File: src/rtl/psk_modulator.sv
// Differential BPSK transmitter: frames each byte as preamble, start, 8 data
// symbols (LSB first) and stop, and drives a square-wave NCO carrier on sig.
module psk_modulator #(
   parameter int PHASE_W       = 13,
   parameter int FCW           = 512,
   parameter int SYMBOL_CYCLES = 256,
   parameter int PREAMBLE_SYMS = 4
) (
   input  logic       clk,
   input  logic       rst_in,
   input  logic [7:0] data,
   input  logic       valid,
   output logic       ready,
   output logic       sig,
   output logic       busy,
   output logic       sym_stb
);

   localparam int SYM_W = $clog2(SYMBOL_CYCLES);
   localparam int PRE_W = (PREAMBLE_SYMS > 1) ? $clog2(PREAMBLE_SYMS) : 1;
   localparam logic [SYM_W-1:0]   SYM_LAST = SYM_W'(SYMBOL_CYCLES - 1);
   localparam logic [PRE_W-1:0]   PRE_LAST = PRE_W'(PREAMBLE_SYMS - 1);
   localparam logic [PHASE_W-1:0] FCW_V    = PHASE_W'(FCW);
   localparam logic [PHASE_W-1:0] PI_V     = {1'b1, {(PHASE_W-1){1'b0}}};

   typedef enum logic [2:0] {
      IDLE     = 3'd0,
      PREAMBLE = 3'd1,
      START    = 3'd2,
      DATA     = 3'd3,
      STOP     = 3'd4
   } state_t;

   state_t             state, state_nx;
   logic [PHASE_W-1:0] acc, acc_nx;
   logic [PHASE_W-1:0] pcw, pcw_nx;
   logic [PHASE_W-1:0] phase_sum;
   logic [SYM_W-1:0]   sym_cnt, sym_nx;
   logic [2:0]         bit_cnt, bit_nx;
   logic [PRE_W-1:0]   pre_cnt, pre_nx;
   logic [7:0]         shift, shift_nx;
   logic               sig_nx;
   logic               sym_end;
   logic               accept;

   assign sym_end   = (sym_cnt == SYM_LAST);
   assign ready     = rst_in && ((state == IDLE) || ((state == STOP) && sym_end));
   assign accept    = valid && ready;
   assign busy      = (state != IDLE);
   assign sym_stb   = busy && (sym_cnt == '0);
   assign phase_sum = acc + pcw;

   always_ff @(posedge clk) begin
      if (!rst_in) begin
         state   <= IDLE;
         acc     <= '0;
         pcw     <= '0;
         sym_cnt <= '0;
         bit_cnt <= '0;
         pre_cnt <= '0;
         shift   <= '0;
         sig     <= 1'b0;
      end else begin
         state   <= state_nx;
         acc     <= acc_nx;
         pcw     <= pcw_nx;
         sym_cnt <= sym_nx;
         bit_cnt <= bit_nx;
         pre_cnt <= pre_nx;
         shift   <= shift_nx;
         sig     <= sig_nx;
      end
   end

   // Phase updates land on the symbol-end edge so they apply from sym_cnt==0.
   always_comb begin
      state_nx = state;
      acc_nx   = acc + FCW_V;
      pcw_nx   = pcw;
      sym_nx   = sym_cnt;
      bit_nx   = bit_cnt;
      pre_nx   = pre_cnt;
      shift_nx = shift;
      sig_nx   = 1'b0;

      if (state != IDLE) begin
         sig_nx = phase_sum[PHASE_W-1];
         sym_nx = sym_end ? '0 : sym_cnt + SYM_W'(1);
      end

      case (state)
         IDLE: begin
            if (accept) begin
               shift_nx = data;
               acc_nx   = '0;
               pcw_nx   = '0;
               sym_nx   = '0;
               bit_nx   = '0;
               pre_nx   = '0;
               state_nx = PREAMBLE;
            end
         end
         PREAMBLE: begin
            if (sym_end) begin
               if (pre_cnt == PRE_LAST) begin
                  state_nx = START;
                  pcw_nx   = pcw ^ PI_V;
               end else begin
                  pre_nx = pre_cnt + PRE_W'(1);
               end
            end
         end
         START: begin
            if (sym_end) begin
               state_nx = DATA;
               if (shift[0]) pcw_nx = pcw ^ PI_V;
            end
         end
         DATA: begin
            if (sym_end) begin
               bit_nx   = bit_cnt + 3'd1;
               shift_nx = shift >> 1;
               if (bit_cnt == 3'd7) begin
                  state_nx = STOP;
               end else if (shift[1]) begin
                  pcw_nx = pcw ^ PI_V;
               end
            end
         end
         STOP: begin
            if (sym_end) begin
               if (accept) begin
                  // Back-to-back byte: keep the carrier phase running, skip preamble.
                  shift_nx = data;
                  bit_nx   = '0;
                  pcw_nx   = pcw ^ PI_V;
                  state_nx = START;
               end else begin
                  state_nx = IDLE;
               end
            end
         end
         default: state_nx = IDLE;
      endcase
   end

endmodule

File: config.mk
export PLATFORM = sky130hd
export DESIGN_NAME = psk_modulator
export DESIGN_NICKNAME = d
export VERILOG_FILES = /design/src/rtl/psk_modulator.sv
export SDC_FILE = /design/constraint.sdc
export NUM_CORES = 1
export LEC_CHECK = 0
export ABC_AREA = 0
export BUFFER_PORTS_ARGS = -buffer_cell sky130_fd_sc_hd__clkbuf_2
export CAP_MARGIN = 20
export CORE_MARGIN = 2
export CORE_UTILIZATION = 40
export DETAILED_ROUTE_END_ITERATION = 8
export PLACE_DENSITY = 0.67
export REMOVE_ABC_BUFFERS = 1
export SETUP_SLACK_MARGIN = 0.3
export SYNTH_ARGS = -nofsm -noshare
export SYNTH_HDL_FRONTEND = slang
export SYNTH_SLANG_ARGS = --single-unit
File: constraint.sdc
create_clock -name clk -period 1.75 [get_ports clk]
set_clock_uncertainty 0.2 [all_clocks]
set_input_delay 0.0875 -clock clk [delete_from_list [all_inputs] [get_ports clk]]
set_output_delay 0.0875 -clock clk [all_outputs]
set_load 0.02 [all_outputs]
==> metrics.cfg <==
[outcome]
status=finished, violations left
violations=negative setup slack

[global_routing]
grt_pass1_wl_um=7569
grt_overflow=0
globalRouteTotalUtil_pct=22.86
antenna_found_initial=0
grt_pass1_vias=1629
grt_max_degree=18

[logic_synthesis]
ys_ff_latch=30
synth-main-ff-cell=dfxtp_1
syn_inst=179
ys_types=47
synth_edf_count=0
yosysSeqAreaShare_pct=36.89
async_flop_share_pct=0
syn_avg_cell_area_um2=9.094
yosys_warnings=0
syn_area_um2=1628

[final_layout]
antenna_cells=0
final_cell_mix=buf_4, nand2_1, buf_6, dfxtp_1, mux2i_1
fin_cells=305
syn_to_final_growth_pct=76.17
fillers=250
multi_input_area_um2=1341
drive_gt1_share_pct=60.78
layout_commonest_cell=buf_4
ff_latch_area_um2=618.1
nets=271

[timing]
fmax_mhz=538.0
setup_slack_ps=-108.9
maxSlewViolCount=0
fin_hold_ws_ps=11.42
rsz0062_at_grt=true
fin_crit_ps=1859
fin_crit_sh_pct=106.2
setup_violations=2
relSlewSlack_pct=74.58
worst_slew_pin_slew_ps=379.7
hold_viol=0

[power]
p_seq_share_pct=33.1
clockPowerShare_pct=40.2
power_switching_share_pct=26.92
peakVddDrop_mv=0.3948
comb_power_share_pct=26.7
power_leakage_uw=0.001276
power_density_nw_per_um2=769.9
power_switching_uw=594.3
intPower_uw=1613

[drt]
routed_wl_um=5307
drcViolationCount=0
ant_nets=0
vias=1677
wire_per_inst_um=17.40
via_per_inst=5.498
firstDrtPassIters=4
drtIter0Drc=62

[floorplanning]
fp.dieH_um=67.79
floorplan.die_area_um2=4595
start_util_pct=40.99
core-area_um2=3971
io-pin-count=15
placementRows=23
chipWidth_um=67.79

[setup_path]
worstPathRequired_ps=1460
critical_path_class=flop to primary output
start_kind=flop
slowest_delay_ps=360
path_cells=ha_4 -> and3_4 -> nand2_4 -> a2111oi_4 -> buf_4
crit_path_end_kind=primary output
cp_max_fo=2
slowest_stage=dfxtp_2
critPathArrivalTime_ps=1570

[cts]
cts_buffers=5
cts_num_sinks=30
clkLatencyLatePin_ps=290
htreeDepth=2
tritoncts=built
clkTransAtPathRegs_ps=70
clock_path_buffers=2
cts_root_buf=clkbuf_8

[place]
dp.cells=273
numPortBuffers=14
hpwl_um=2791
place.gp.congestion=0.8131

[flow_run]
drv_cap=0

[worst_hold_path]
hold_class=input pin to flop

-- routing by layer --
layer  global-route usage (%)  share of wire (%)
met5                        0                  0
met4                    14.00                3.4
met2                    41.42                 54
met1                    22.90                 39
met3                    6.500                2.9
-- per-stage QoR --
stage          area, um2  utilization [%]  power, uW  TNS (ps)  setup slack (ps)
3_5_place_dp        1991            50.13       1072    -75.73            -66.55
5_1_grt             2868            72.21       2276    -542.6            -147.9
6_report            2868            72.21       2208    -161.0            -108.9
4_1_cts             2664            67.08       2133    -191.1            -95.68
2_1_floorplan       1573                -      918.3     -5363            -540.9
3_3_place_gp        1991            50.13       1069    -13.75            -13.75
-- power groups by stage --
stage	Combinational (uW)	Sequential, uW	Clock, uW
after floorplan	168	750	0
after global placement	331	738	0
after detailed placement	333	739	0
after CTS	506	727	899
after global routing	621	732	923
final	590	731	887
-- Yosys cell counts (2+ instances only) --
cell type / number / area share (%)
nand2_1: 34 / 7.8
dfxtp_1: 30 / 37
mux2i_1: 13 / 8.0
nor2_1: 9 / 2.1
a21oi_1: 8 / 2.5
nand3_1: 8 / 2.5
mux2_2: 7 / 4.8
ha_1: 6 / 4.6
xnor2_1: 5 / 2.7
nor3_1: 4 / 1.2
buf_6: 3 / 2.1
clkbuf_1: 3 / 0.69
inv_1: 3 / 0.69
xor2_1: 3 / 1.6
a211oi_1: 2 / 0.92
and3_1: 2 / 0.77
buf_2: 2 / 0.61
nand3b_1: 2 / 0.92
nand4_1: 2 / 0.77
nor2_2: 2 / 0.77
nor3_4: 2 / 2.0
nor4b_1: 2 / 1.1
o221ai_1: 2 / 1.1
or3_1: 2 / 0.77
-- cell families (layout without fill, tap and decap cells) --
| kind of cell | after synthesis | after routing | synth area share [%] |
|---|---|---|---|
| AND/OR/NAND/NOR | 78 | 78 | 25.75 |
| multiplexers | 20 | 20 | 12.84 |
| buffers and inverters | 12 | 88 | 4.458 |
| AO/OA/AOI/OAI | 25 | 25 | 11.15 |
| flip-flops | 30 | 30 | 36.89 |
| adder cells (fa/ha/maj) | 6 | 6 | 4.612 |
| XOR/XNOR | 8 | 8 | 4.305 |
-- registers in the layout (all words and copies together) (netlist names) --
register  count
acc           4
bit_cnt       3
pcw           1
pre_cnt       2
shift         8
sig           1
state         3
sym_cnt       8
-- final timing paths --
kind | cells past startpoint | start | endpoint | slack [ps]
hold reg to reg | 2 | shift[4] | shift[4] | 260
setup / recovery | 5 | sym_cnt[0] | ready | -110
hold / removal | 4 | data[3] | shift[3] | 10
setup reg to reg | 5 | pre_cnt[0] | pre_cnt[0] | 0
-- cell type report --
cell class	instances	area share (%)
well taps	50	2.182
flip-flops and latches	30	21.55
multi-input cells	137	46.77
repair buffers	76	23.73
clock buffers	6	2.880
clock inverters	2	2.094
inverters	4	0.7853
-- worst max-delay path: cells and delay by family (launching register included) --
kind / cells / cell delay (ps)
AO/OA/AOI/OAI: 1 / 300
adder cells (fa/ha/maj): 1 / 150
buffers and inverters: 1 / 200
flip-flops: 1 / 360
AND/OR/NAND/NOR: 2 / 270
-- timing repair --
item,in CTS,in global routing
hold endpoints to repair,6,0
hold buffers,6,0
setup buffers,13,5
pin swaps,30,20
gates resized for setup,87,34
endpoints found under the setup margin,32,32
(Power assumes the default switching activity.)
